==> src/rtl/bin_bcd_dig.sv <==
// Single-digit binary-to-BCD converter: 4-bit value in, registered tens/units digits out.
// Define BIN_BCD_DIG_COMB_EN for a purely combinational, zero-latency variant.
module bin_bcd_dig (
    input  logic clk,
    input  logic rst_n,
    input  logic in_valid,
    input  logic A3,
    input  logic A2,
    input  logic A1,
    input  logic A0,
    output logic B4,
    output logic B3,
    output logic B2,
    output logic B1,
    output logic B0,
    output logic out_valid
);

    logic [3:0] binVal;
    logic [4:0] bcdVal;

    assign binVal = {A3, A2, A1, A0};

    // Values 10..15 carry into the tens digit; the units digit stays within 0..5.
    always_comb begin
        bcdVal = {1'b0, binVal};
        if (binVal > 4'd9) begin
            bcdVal = {1'b1, binVal - 4'd10};
        end
    end

`ifdef BIN_BCD_DIG_COMB_EN

    assign {B4, B3, B2, B1, B0} = bcdVal;
    assign out_valid            = in_valid;

`else

    logic [4:0] bcd_q;
    logic [4:0] bcd_d;
    logic       valid_q;
    logic       valid_d;

    always_comb begin
        bcd_d   = bcd_q;
        valid_d = in_valid;
        if (in_valid) begin
            bcd_d = bcdVal;
        end
    end

    always_ff @(posedge clk or negedge rst_n) begin
        if (!rst_n) begin
            bcd_q   <= 5'd0;
            valid_q <= 1'b0;
        end else begin
            bcd_q   <= bcd_d;
            valid_q <= valid_d;
        end
    end

    assign {B4, B3, B2, B1, B0} = bcd_q;
    assign out_valid            = valid_q;

`endif

endmodule

==> config.mk <==
export PLATFORM = sky130hd
export DESIGN_NAME = bin_bcd_dig
export DESIGN_NICKNAME = d
export VERILOG_FILES = /design/src/rtl/bin_bcd_dig.sv
export SDC_FILE = /design/constraint.sdc
export NUM_CORES = 1
export LEC_CHECK = 0
export ABC_AREA = 0
export CELL_PAD_IN_SITES_DETAIL_PLACEMENT = 0
export CELL_PAD_IN_SITES_GLOBAL_PLACEMENT = 2
export CORE_AREA = 2 2 39 41
export DETAILED_ROUTE_END_ITERATION = 10
export DIE_AREA = 0 0 41 43
export PLACE_DENSITY_LB_ADDON = 0.1
export SLEW_MARGIN = 5
export SYNTH_ARGS = -nofsm -noshare
export SYNTH_HDL_FRONTEND = slang
export SYNTH_SLANG_ARGS = --single-unit
==> constraint.sdc <==
create_clock -name clk -period 1.48 [get_ports clk]
set_input_delay 0.148 -clock clk [delete_from_list [all_inputs] [get_ports clk]]
set_output_delay 0.148 -clock clk [all_outputs]
set_load 0.02 [all_outputs]
==> results of run 1 <==
registers in the layout, indices dropped and copies added, names as in the netlist:
register	flops
bcd_q	5
out_valid	1
per-stage QoR:
step | instance area [µm²] | total power (W) | std cells
3_5_place_dp | 440 | 0.000307 | 56
4_1_cts | 463 | 0.000466 | 59
5_1_grt | 463 | 0.000487 | 59
3_3_place_gp | 440 | 0.000303 | 56
2_1_floorplan | 289 | 0.000242 | 26
6_report | 463 | 0.000452 | 59
cells by family (layout without fill, tap and decap cells):
group,count (synthesis),count (layout),share of synthesized area
and+or+nand+nor,5,5,0.0866
adders and majority gates,1,1,0.0433
buffers and inverters,6,23,0.104
muxes,1,1,0.0519
DFF,6,6,0.519
AOI/OAI and AO/OA,7,7,0.195
report_power, final:
part / internal, W / switching (W) / total [W]
clock network: 0.0000917 / 0.0000589 / 0.000151
logic: 0.0000635 / 0.0000510 / 0.000115
registers: 0.000180 / 0.00000731 / 0.000187
total: 0.000335 / 0.000117 / 0.000452
cell usage after synthesis:
library cell  instances  area [µm²]
ha_1                  1        12.5
o22ai_1               2        12.5
a21bo_1               1        10.0
o22ai_2               1        12.5
a21oi_1               1        5.00
nand2b_1              1        6.26
inv_1                 5        18.8
a31oi_1               1        6.26
nand3b_1              1        7.51
buf_6                 1        11.3
nor2_1                2        7.51
dfrtp_1               6         150
nand2_1               1        3.75
o21ba_2               1        10.0
mux2_4                1        15.0
final timing paths:
path	slack, ps	cells after the start	to
max	130	1	B2
min	150	1	bcd_q[0]
max reg2reg	730	1	bcd_q[0]
min reg2reg	510	1	bcd_q[0]
max in group asynchronous	1110	1	bcd_q[4]
min in group clk	480	1	out_valid
metal layers:
layer	wire length, µm	vias to the layer above
met5	0	-
met4	19	0
met3	56	2
met2	335	12
met1	231	112
li1	-	124
cell type report:
class / count / share of cell area
Timing Repair Buffer: 15 / 0.308
Multi-Input combinational cell: 14 / 0.235
Inverter: 5 / 0.0405
Tap cell: 16 / 0.0432
Clock buffer: 3 / 0.0486
Sequential cell: 6 / 0.324
==> results by group, run 1 <==
Clocking
  – Post_cts resized: 0
  – Post-CTS setup buffer count: 0
  – Clock-pin slew on the worst setup and hold paths: 50 ps
  – Clock sink count: 6
  – TritonCTS clock tree: built
  – Inserted Clock Buffers: 3
  – Clock root buffer: clkbuf_4
  – Largest buffer count on any clock path: 2
  – H-tree Lvls: 1
  – Hold buffer count at CTS: 0
  – Insertion delay to the later sink of the worst-skew pair: 240 ps

Critical path
  – Crit path arrival time: 1200 ps
  – Required time at the endpoint of the critical path: 1330 ps
  – Origin of the critical flop-to-flop path: bcd_q[0]
  – Worst-path cell with the longest stage delay: clkdlybuf4s50_1
  – Worst-path maximum fanout: 2
  – CP bufs+invs: 1
  – Kind of critical path: flop to output port
  – CP top delay family: buffers and inverters
  – Delay of the slowest cell on the worst path: 610 ps
  – Type of element launching the critical path: flop
  – Startpoint of the most critical setup path: bcd_q[2]
  – Crit. End Element: output port
  – Cells along the critical path: clkdlybuf4s50_1

Detailed routing
  – First-pass DRT Iterations: 1
  – Per-cell routed wire length: around 11 µm
  – DR vias/cell: 4.24
  – Antenna Violating Nets Remaining: 0
  – Count of unresolved DRC violations after routing: 0
  – Wire length reported by the detailed router: around 640 µm
  – Iteration-0 DRC Markers: 0
  – Via total after detailed routing: 250

Logic synthesis
  – Syn_area_per_cell: 11.1 µm²
  – Post-synthesis cell type count: 15
  – Register area share after synthesis: 0.519
  – Cell area after synthesis: 289 µm²
  – Yosys warning count: 0
  – Count of mapped cells out of synthesis: 26
  – Number of flip-flops and latches in the synthesized netlist: 6
  – Net count after synthesis: 34

Global route
  – Congestion Overflow GR: 0
  – All-Layer GR Usage: 0.100
  – GR met3 Demand/Resource: 0.0471
  – Global-route track usage on met2: 0.141
  – First-pass GRT wire length: 1.04 mm
  – Antenna violations before repair: 0
  – Busiest grt layer: met2
  – Met1 track demand over resource: 0.0885
  – Number of global-route vias before repair: 252
  – Pin count of the biggest net entering global routing: 7

Placement
  – Last weighted congestion value of the routability-driven placer: roughly 0.66
  – Post-detail-place hpwl: 531 µm
  – Pre-CTS WS: around 140 ps
  – PortBufs: 12

STA
  – Fin Hold WS: 145 ps
  – Timing-limited maximum frequency: ~740 MHz
  – Worst relative slew slack: 0.814
  – Pins Over Slew Limit: 0
  – Worst Clk Skew: 0 ps
  – Shortest period the worst path allows: between 1000 and 1500 ps
  – Sum Neg Setup Slack: 0 ps
  – Worst slew pin tran: 279 ps
  – Final-report hold violation count: 0
  – Tcrit/Tclk final: 0.910
  – Count of final setup violators: 0
  – RSZ-0062 raised after global routing: false
  – Final critical-path setup slack: 133 ps

Run status
  – Status: complete, no violations

Finish
  – Most frequent cells in the layout: clkdlybuf4s50_1 (12), dfrtp_1 (6), inv_1 (5), clkbuf_4 (3), buf_4 (3)
  – Diode insertion count for antenna repair: 0
  – Most frequent standard cell in the layout excluding fill and tap cells: clkdlybuf4s50_1
  – Final core area utilization: 0.335
  – Filler cells: 147
  – Flip-flop and latch area: 150 µm²
  – Area Overhead vs Synth: 60.2%
  – Share of post-route cells with drive strength above 1: 0.209
  – Net count of the finished layout: 53
  – Area occupied by multi-input gates: between 100 and 150 µm²

Floorplan
  – Die area: 1760 µm²
  – Row cnt: 14
  – Ports placed on the boundary: 13
  – Height of the die: around 43 µm
  – Starting utilization of the core area: 0.209
  – Core footprint: about 1400 µm²
  – Die Span X: 41 µm

Power and ir drop
  – Max IR drop VDD: 0.000218 V
  – Power density relative to cell area: 977 nW/µm²
  – Standby leakage power: about 0.21 nW

Run
  – Max capacitance violation total: 0

Min path
  – Hold WC Path Type: input pin to async pin
No activity file was read; power rests on OpenSTA's default activity.
==> run 2: changes to the inputs <==
Settings changed: GPL_ROUTABILITY_DRIVEN set to 0, GPL_TIMING_DRIVEN set to 0, SLEW_MARGIN 5 to not set.
==> run 2 against run 1 <==
Effect of this change:
- first-iteration DRC count grew 1
- clock power is essentially flat
- power shrank 1.0%
- flip-flop and latch count is the same
- critical endpoint is now B1
- highest routed layer is now met3
==> results by group, run 2 (synthesis results as in run 1) <==
Run status
  – Status: complete, no violations

Detailed routing
  – First-pass DRT Iterations: 2 (+1)
  – Via total after detailed routing: 236 (-5.6%)
  – Count of unresolved DRC violations after routing: 0 (unchanged)
  – Iteration-0 DRC Markers: 1 (+1)
  – Per-cell routed wire length: 11.2 µm (+3.0%)
  – Antenna Violating Nets Remaining: 0 (unchanged)
  – DR vias/cell: 4.14 (-2.3%)
  – Wire length reported by the detailed router: 639 µm (-0.47%)

Critical path
  – Cell count along the critical path: 1 (unchanged)
  – Required time at the endpoint of the critical path: 1330 ps (about the same)
  – Timing endpoint of the critical path: B1
  – CP bufs+invs: 1 (unchanged)
  – Crit. End Element: output port
  – Slack of the worst reg-to-reg path: 720 ps (about the same)
  – Crit path arrival time: 1190 ps (about the same)
  – Type of element launching the critical path: flop
  – Worst-path cell with the longest stage delay: clkdlybuf4s50_1
  – Number of cells traversed by the worst register-to-register path: 1 (unchanged)
  – Kind of critical path: flop to output port
  – Cells along the critical path: clkdlybuf4s50_1
  – Origin of the critical flop-to-flop path: bcd_q[0]
  – Delay of the slowest cell on the worst path: 610 ps (about the same)
  – Startpoint of the most critical setup path: bcd_q[1]
  – FF-to-FF End: bcd_q[0]
  – Worst-path maximum fanout: 2 (unchanged)
  – CP top delay family: buffers and inverters

Clocking
  – Clock sink count: 6 (unchanged)
  – Post_cts resized: 0 (unchanged)
  – Hold buffer count at CTS: 0 (unchanged)
  – Largest buffer count on any clock path: 2 (unchanged)
  – Inserted Clock Buffers: 3 (unchanged)
  – TritonCTS clock tree: built
  – Insertion delay to the later sink of the worst-skew pair: 240 ps (about the same)
  – Clock-pin slew on the worst setup and hold paths: 50 ps (about the same)
  – Post-CTS setup buffer count: 0 (unchanged)
  – H-tree Lvls: 1 (unchanged)
  – Clock root buffer: clkbuf_4

Run
  – Max capacitance violation total: 0 (unchanged)

Finish
  – Net count of the finished layout: 51 (-3.8%)
  – Most frequent cells in the layout: clkdlybuf4s50_1 (12), dfrtp_1 (6), inv_1 (5), clkbuf_4 (3)
  – Share of post-route cells with drive strength above 1: 0.171 (-0.0386)
  – Area Overhead vs Synth: 56.3%
  – Final Instance Area: 452 µm² (-2.4%)
  – Flip-flop count of the largest register after layout: 5 (unchanged)
  – Filler cells: 155 (+5.4%)
  – Diode insertion count for antenna repair: 0 (unchanged)
  – Most frequent standard cell in the layout excluding fill and tap cells: clkdlybuf4s50_1
  – Largest register by flop count: bcd_q
  – Area occupied by multi-input gates: 109 µm² (unchanged)
  – Flip-flop and latch area: 150 µm² (unchanged)

Floorplan
  – Die area: 1760 µm² (unchanged)
  – Ports placed on the boundary: 13 (unchanged)
  – Die Span X: 41 µm (unchanged)
  – Starting utilization of the core area: 0.209 (unchanged)
  – Height of the die: 43 µm (unchanged)
  – Row cnt: 14 (unchanged)
  – Core footprint: 1380 µm² (unchanged)

Global route
  – Number of global-route vias before repair: 246 (-2.4%)
  – All-Layer GR Usage: 0.0938 (-0.00625)
  – Pin count of the biggest net entering global routing: 9 (+2)
  – First-pass GRT wire length: 966 µm (-6.7%)
  – Antenna violations before repair: 0 (unchanged)
  – Congestion Overflow GR: 0 (unchanged)

STA
  – Timing-limited maximum frequency: 748 MHz (+0.82%)
  – Final-report hold violation count: 0 (unchanged)
  – RSZ-0062 raised after global routing: false
  – Shortest period the worst path allows: 1340 ps (-10.9 ps)
  – Worst relative slew slack: 0.813 (about the same)
  – Worst Clk Skew: 0 ps (unchanged)
  – Worst slew pin tran: 280 ps (+0.971 ps)
  – Tcrit/Tclk final: 0.903 (-0.00736)
  – Final critical-path setup slack: 143 ps (+10.9 ps)
  – Fin Hold WS: 150 ps (+4.93 ps)
  – Sum Neg Setup Slack: 0 ps (unchanged)
  – Pins Over Slew Limit: 0 (unchanged)
  – Count of final setup violators: 0 (unchanged)

Power and ir drop
  – Max IR drop VDD: 0.000274 V (+26%)
  – Standby leakage power: 0.205 nW (-3.9%)
  – Power Total: 0.000447 W (-1.0%)
  – Power density relative to cell area: 991 nW/µm² (+1.4%)

Min path
  – Hold WC Path Type: input pin to async pin

Placement
  – PortBufs: 12 (unchanged)
  – Post-detail-place hpwl: 520 µm (-2.1%)
  – Instance area after placement: 429 µm² (-2.6%)
  – Pre-CTS WS: 42.5 ps (-92.9 ps)
[run 2: cell types whose count changed in the layout (fill, tap and decap cells not counted)]
cell,delta
buf_4,-3
buf_6,+1
[run 2: stage by stage]
step,cells,utilization
after floorplan,26,-
after global placement,54,0.310
after detailed placement,54,0.310
after CTS,57,0.326
after global routing,57,0.326
final,57,0.326
[run 2: layout make-up]
type | count | share of cell area
multi-input combinational | 14 | 0.241
sequential | 6 | 0.332
buffer | 1 | 0.0249
timing repair buffer | 12 | 0.266
clock buffer | 3 | 0.0499
inverter | 5 | 0.0416
tap | 16 | 0.0443
[run 2: worst min path at each step]
stage | start | endpoint | cells after the start
3_5_place_dp | rst_n | bcd_q[0] | 1
4_1_cts | rst_n | bcd_q[0] | 1
5_1_grt | rst_n | bcd_q[0] | 1
6_report | rst_n | bcd_q[0] | 1
2_1_floorplan | rst_n | bcd_q[0] | 0
3_3_place_gp | rst_n | bcd_q[0] | 1
[run 2: metal layers]
layer	up-vias	wire, µm	GRT usage
met2	10	348	0.128
met1	110	231	0.0782
met3	0	59	0.0524
met4	0	0	0.120
li1	116	-	-
met5	-	0	0
[run 2: power breakdown]
| group | internal, W | leakage, nW | switching [W] | total (W) |
|---|---|---|---|---|
| logic | 0.0000608 | 0.118 | 0.0000503 | 0.000111 |
| clock network | 0.0000917 | 0.0138 | 0.0000579 | 0.000150 |
| registers | 0.000180 | 0.0729 | 0.00000713 | 0.000187 |
==> RTL change 1: new RTL, flow settings as in run 2 <==
Register the output `out_valid` once more, cleared by the reset; this adds one clock of latency there. The other outputs are not delayed to match.
--- a/src/rtl/bin_bcd_dig.sv
+++ b/src/rtl/bin_bcd_dig.sv
@@ -60,7 +60,13 @@
     end
 
     assign {B4, B3, B2, B1, B0} = bcd_q;
-    assign out_valid            = valid_q;
+    always_ff @(posedge clk or negedge rst_n) begin
+        if (!rst_n) begin
+            out_valid <= '0;
+        end else begin
+            out_valid <= valid_q;
+        end
+    end
 
 `endif
 
Behaviour: not the same (a bounded check fails within 4 cycles, from zero or initial values and one cycle with rst_n low).
==> RTL change 1 against run 2 <==
- cell count up 3.5%
- setup slack worse by 9.4 ps
- area after synthesis increased by 8.7%
- fmax decreased by 0.70%
- sequential power is 15% higher
- die area did not move
- sequential cell count is 1 higher
- routed wire length fell by 9.1%
- clock power up 15%
- critical path depth did not move
- power is 12% higher
- final area rose by 6.4%
- largest cell class unchanged
- largest power group unchanged
==> RTL change 1: results (changes against run 2) <==
Synth
  – Seq/Total Area, Yosys: 55.8% (+3.8 points)
  – Post-synthesis mux area share: 4.78% (-0.41 points)
  – Synth Area in Adders: 3.98% (-0.34 points)
  – Ys Warns: 0 (unchanged)
  – Synth Net Count: 35 (+2.9%)
  – Leading cell types by count after synthesis: dfrtp_1 (7), inv_1 (5), nor2_1 (2), o22ai_1 (2)
  – Cells after Synth: 27 (+3.8%)
  – Top cells by area, synth: dfrtp_1 (56%), inv_1 (6.0%), mux2_4 (4.8%), ha_1 (4.0%), o22ai_1 (4.0%)
  – Post-synthesis compound-gate area fraction: 17.9% (-1.6 points)

Detailed routing
  – Initial DRC count: 4 (+3)
  – Via/cell ratio: 4.34 (+4.8%)
  – Routed len/inst: 9.85 um (-12%)

Power and ir drop
  – Maximum VDD drop: 0.346 mV (+26%)
  – Lkg Pwr: 0.000218 uW (+6.3%)

Final layout
  – Nets: 52 (+2.0%)
  – Share of cells above drive strength 1: 16.3% (-0.79 points)
  – Registers with the most flip-flops: bcd_q (5), out_valid (1), valid_q (1)
  – Filler cell count: 141 (-9.0%)
  – Layout Cells excl Fill: 59 (+3.5%)

Clock network
  – # Post-CTS Setup Buffers: 0 (unchanged)

GRT
  – First-pass GRT wire length: 959 um (-0.72%)
  – GR Util All Layers: 8.88% (-0.50 points)
  – Vias in the first global route: 226 (-8.1%)

Placed design
  – Port Buffers: 12 (unchanged)
  – Placed insts: 55 (+1.9%)

STA
  – Skew final: 0.816 ps (+0.816 ps)
  – Worst slew pin tran: 317 ps (+37.8 ps)

Status
  – Status: complete, no violations
## RTL change 1: cell types whose count changed in the layout (fill, tap and decap cells not counted), sizes merged
| cell | delta |
|---|---|
| clkbuf | +1 |
| dfrtp | +1 |
## RTL change 1: worst paths after layout
| kind | from | to | slack [ps] | cells past startpoint |
|---|---|---|---|---|
| min | rst_n | bcd_q[0]$_DFFE_PN0P_ | 160 | 1 |
| min in group clk | valid_q$_DFF_PN0_ | out_valid$_DFF_PN0_ | 350 | 0 |
| max in group asynchronous | rst_n | bcd_q[4]$_DFFE_PN0P_ | 1080 | 1 |
| max reg2reg | bcd_q[0]$_DFFE_PN0P_ | bcd_q[0]$_DFFE_PN0P_ | 730 | 1 |
| max | bcd_q[1]$_DFFE_PN0P_ | B1 | 130 | 1 |
| min reg2reg | valid_q$_DFF_PN0_ | out_valid$_DFF_PN0_ | 350 | 0 |
## RTL change 1: stage by stage
step	hold WS, ps	instance area, sq um	util, %	total power (uW)
floorplan	-148	314	-	272
global placement	339	454	32.8	330
detailed placement	341	454	32.8	332
CTS	164	480	34.7	509
global route	177	480	34.7	531
finish	159	480	34.7	499
## RTL change 1: cell type report
cell class | instances | area, sq um | area share (%)
clock buffers | 4 | 26.3 | 5.47
multi-input cells | 14 | 109 | 22.7
repair buffers | 12 | 120 | 25.0
plain buffers | 1 | 11.3 | 2.34
flip-flops and latches | 7 | 175 | 36.5
inverters | 5 | 18.8 | 3.91
well taps | 16 | 20.0 | 4.17
## RTL change 1: kinds of logic after synthesis
logic type	Yosys count
adders and majority gates	1
AOI/OAI and AO/OA	7
muxes	1
and+or+nand+nor	5
buffers and inverters	6
DFF	7
## RTL change 1: routing by layer
metal	GRT usage, %	share of wire (%)	up-vias
li1	-	-	121
met1	9.80	39	120
met2	11.3	48	13
met3	3.66	9.3	2
met4	10.0	3.3	0
met5	0	0	-
## RTL change 1: power breakdown
part	total (uW)	leakage, uW	internal (uW)	switching, uW
sequential	215	0.0000846	208	7.11
clock	173	0.0000150	103	70.2
combinational	111	0.000118	60.8	50.3
==> RTL change 2: new RTL, config.mk and constraints of run 2 <==
Made on the original files. Register the inputs `A3`, `A2`, `A1` and `A0` before use, with the module's reset. The logic sees them one clock later. The other inputs are not delayed to match.
--- a/src/rtl/bin_bcd_dig.sv
+++ b/src/rtl/bin_bcd_dig.sv
@@ -16,10 +16,29 @@
     output logic out_valid
 );
 
+    logic A3_q;
+    logic A2_q;
+    logic A1_q;
+    logic A0_q;
+
+    always_ff @(posedge clk or negedge rst_n) begin
+        if (!rst_n) begin
+            A3_q <= '0;
+            A2_q <= '0;
+            A1_q <= '0;
+            A0_q <= '0;
+        end else begin
+            A3_q <= A3;
+            A2_q <= A2;
+            A1_q <= A1;
+            A0_q <= A0;
+        end
+    end
+
     logic [3:0] binVal;
     logic [4:0] bcdVal;
 
-    assign binVal = {A3, A2, A1, A0};
+    assign binVal = {A3_q, A2_q, A1_q, A0_q};
 
     // Values 10..15 carry into the tens digit; the units digit stays within 0..5.
     always_comb begin
Check against the original RTL: not equivalent (Yosys sat finds a counterexample within 4 cycles, from zero or initial values and one cycle with rst_n low).
==> RTL change 2 against run 2 <==
- count of clock-buffer cells in the layout unchanged
- power is 32% higher
- setup slack lost 22 ps
- fmax decreased by 1.6%
- area after synthesis is 35% higher
- die area did not move
- final area increased by 22%
- sequential cell count grew 4
- first-iteration DRC count grew to 3.0 times the old value
- register-to-register slack worse by 350 ps
- routed wire length is 3.4% lower
==> RTL change 2: results (changes against run 2) <==
Status
  – Status: complete, no violations

Detailed routing
  – Vias post-DR: 258 (+9.3%)
  – Routed len/inst: 10.1 um (-9.8%)
  – Initial DRC count: 3 (+2)
  – Via/cell ratio: 4.23 (+2.2%)
  – Pre-antenna DRT Iters: 4 (+2)
  – Metal3 WL: 56 um (-5.1%)
  – Met2 wire len: 265 um (-24%)
  – Max Used Layer: met4
  – Met1 wire length: 279 um (+21%)

Final layout
  – Nets: 55 (+7.8%)
  – Final Core Density: 39.9% (+7.2 points)
  – Sequential cell area: 250 sq um (+67%)
  – Share of cells above drive strength 1: 15.6% (-1.5 points)
  – Multi-input combinational cell area: 109 sq um (unchanged)
  – Seq_cells: 10 (+4)
  – Filler cell count: 137 (-12%)
  – Data buffer area share: 23.8% (-5.3 points)
  – ClkCell Share: 4.08% (-0.90 points)

Power and ir drop
  – Net Sw Power: 144 uW (+25%)
  – Combinational share of power: 18.1% (-6.7 points)
  – Maximum VDD drop: 0.369 mV (+34%)
  – Lkg Pwr: 0.000252 uW (+23%)

Clock network
  – Clock Latency Late Sink: 260 ps (+20 ps)

GRT
  – Grt met2 use: 11.6% (-1.2 points)
  – GR Util All Layers: 9.87% (+0.49 points)
  – Vias in the first global route: 242 (-1.6%)
  – Largest net degree at the start of global routing: 11 (+2)
  – Met3 usage: 4.71% (-0.52 points)
  – Grt met1 use: 11.1% (+3.3 points)
  – First-pass GRT wire length: 1020 um (+5.7%)

Critical path
  – CP Data Arrival Time: 1210 ps (+20 ps)

STA
  – Worst slew pin tran: 426 ps (+146 ps)
  – Skew final: 2.59 ps (+2.59 ps)

Synth
  – Synth top area share: 64.3% (+12 points)
  – Seq/Total Area, Yosys: 64.3% (+12 points)
  – Synth Net Count: 38 (+12%)
  – Cells after Synth: 30 (+15%)
  – Top cells by area, synth: dfrtp_1 (64%), inv_1 (4.8%), mux2_4 (3.9%), ha_1 (3.2%), o22ai_1 (3.2%)
  – Leading cell types by count after synthesis: dfrtp_1 (10), inv_1 (5), nor2_1 (2), o22ai_1 (2)

Placed design
  – Placed inst area: 529 sq um (+23%)
  – Placed insts: 58 (+7.4%)
[RTL change 2: cell count changes in the layout (fill, tap and decap cells not counted)]
cell and change:
dfrtp_1 +4
[RTL change 2: path summary, 6_finish.rpt]
kind / start / to / slack (ps) / cells after the start
min in group clk: A2 / A2_q$_DFF_PN0_ / 320 / 1
worst max register to register: A1_q$_DFF_PN0_ / bcd_q[2]$_DFFE_PN0P_ / 370 / 4
worst min register to register: A0_q$_DFF_PN0_ / bcd_q[0]$_DFFE_PN0P_ / 480 / 1
worst max-delay path: bcd_q[2]$_DFFE_PN0P_ / B2 / 120 / 1
max in group asynchronous: rst_n / bcd_q[4]$_DFFE_PN0P_ / 990 / 1
worst min-delay path: rst_n / bcd_q[1]$_DFFE_PN0P_ / 190 / 1
[RTL change 2: logic make-up after synthesis]
kind of cell	count (synthesis)	share of synthesized area, %
buf+inv	6	7.72
simple gates	5	6.43
compound gates	7	14.5
flops	10	64.3
mux	1	3.86
fa+ha+maj	1	3.21
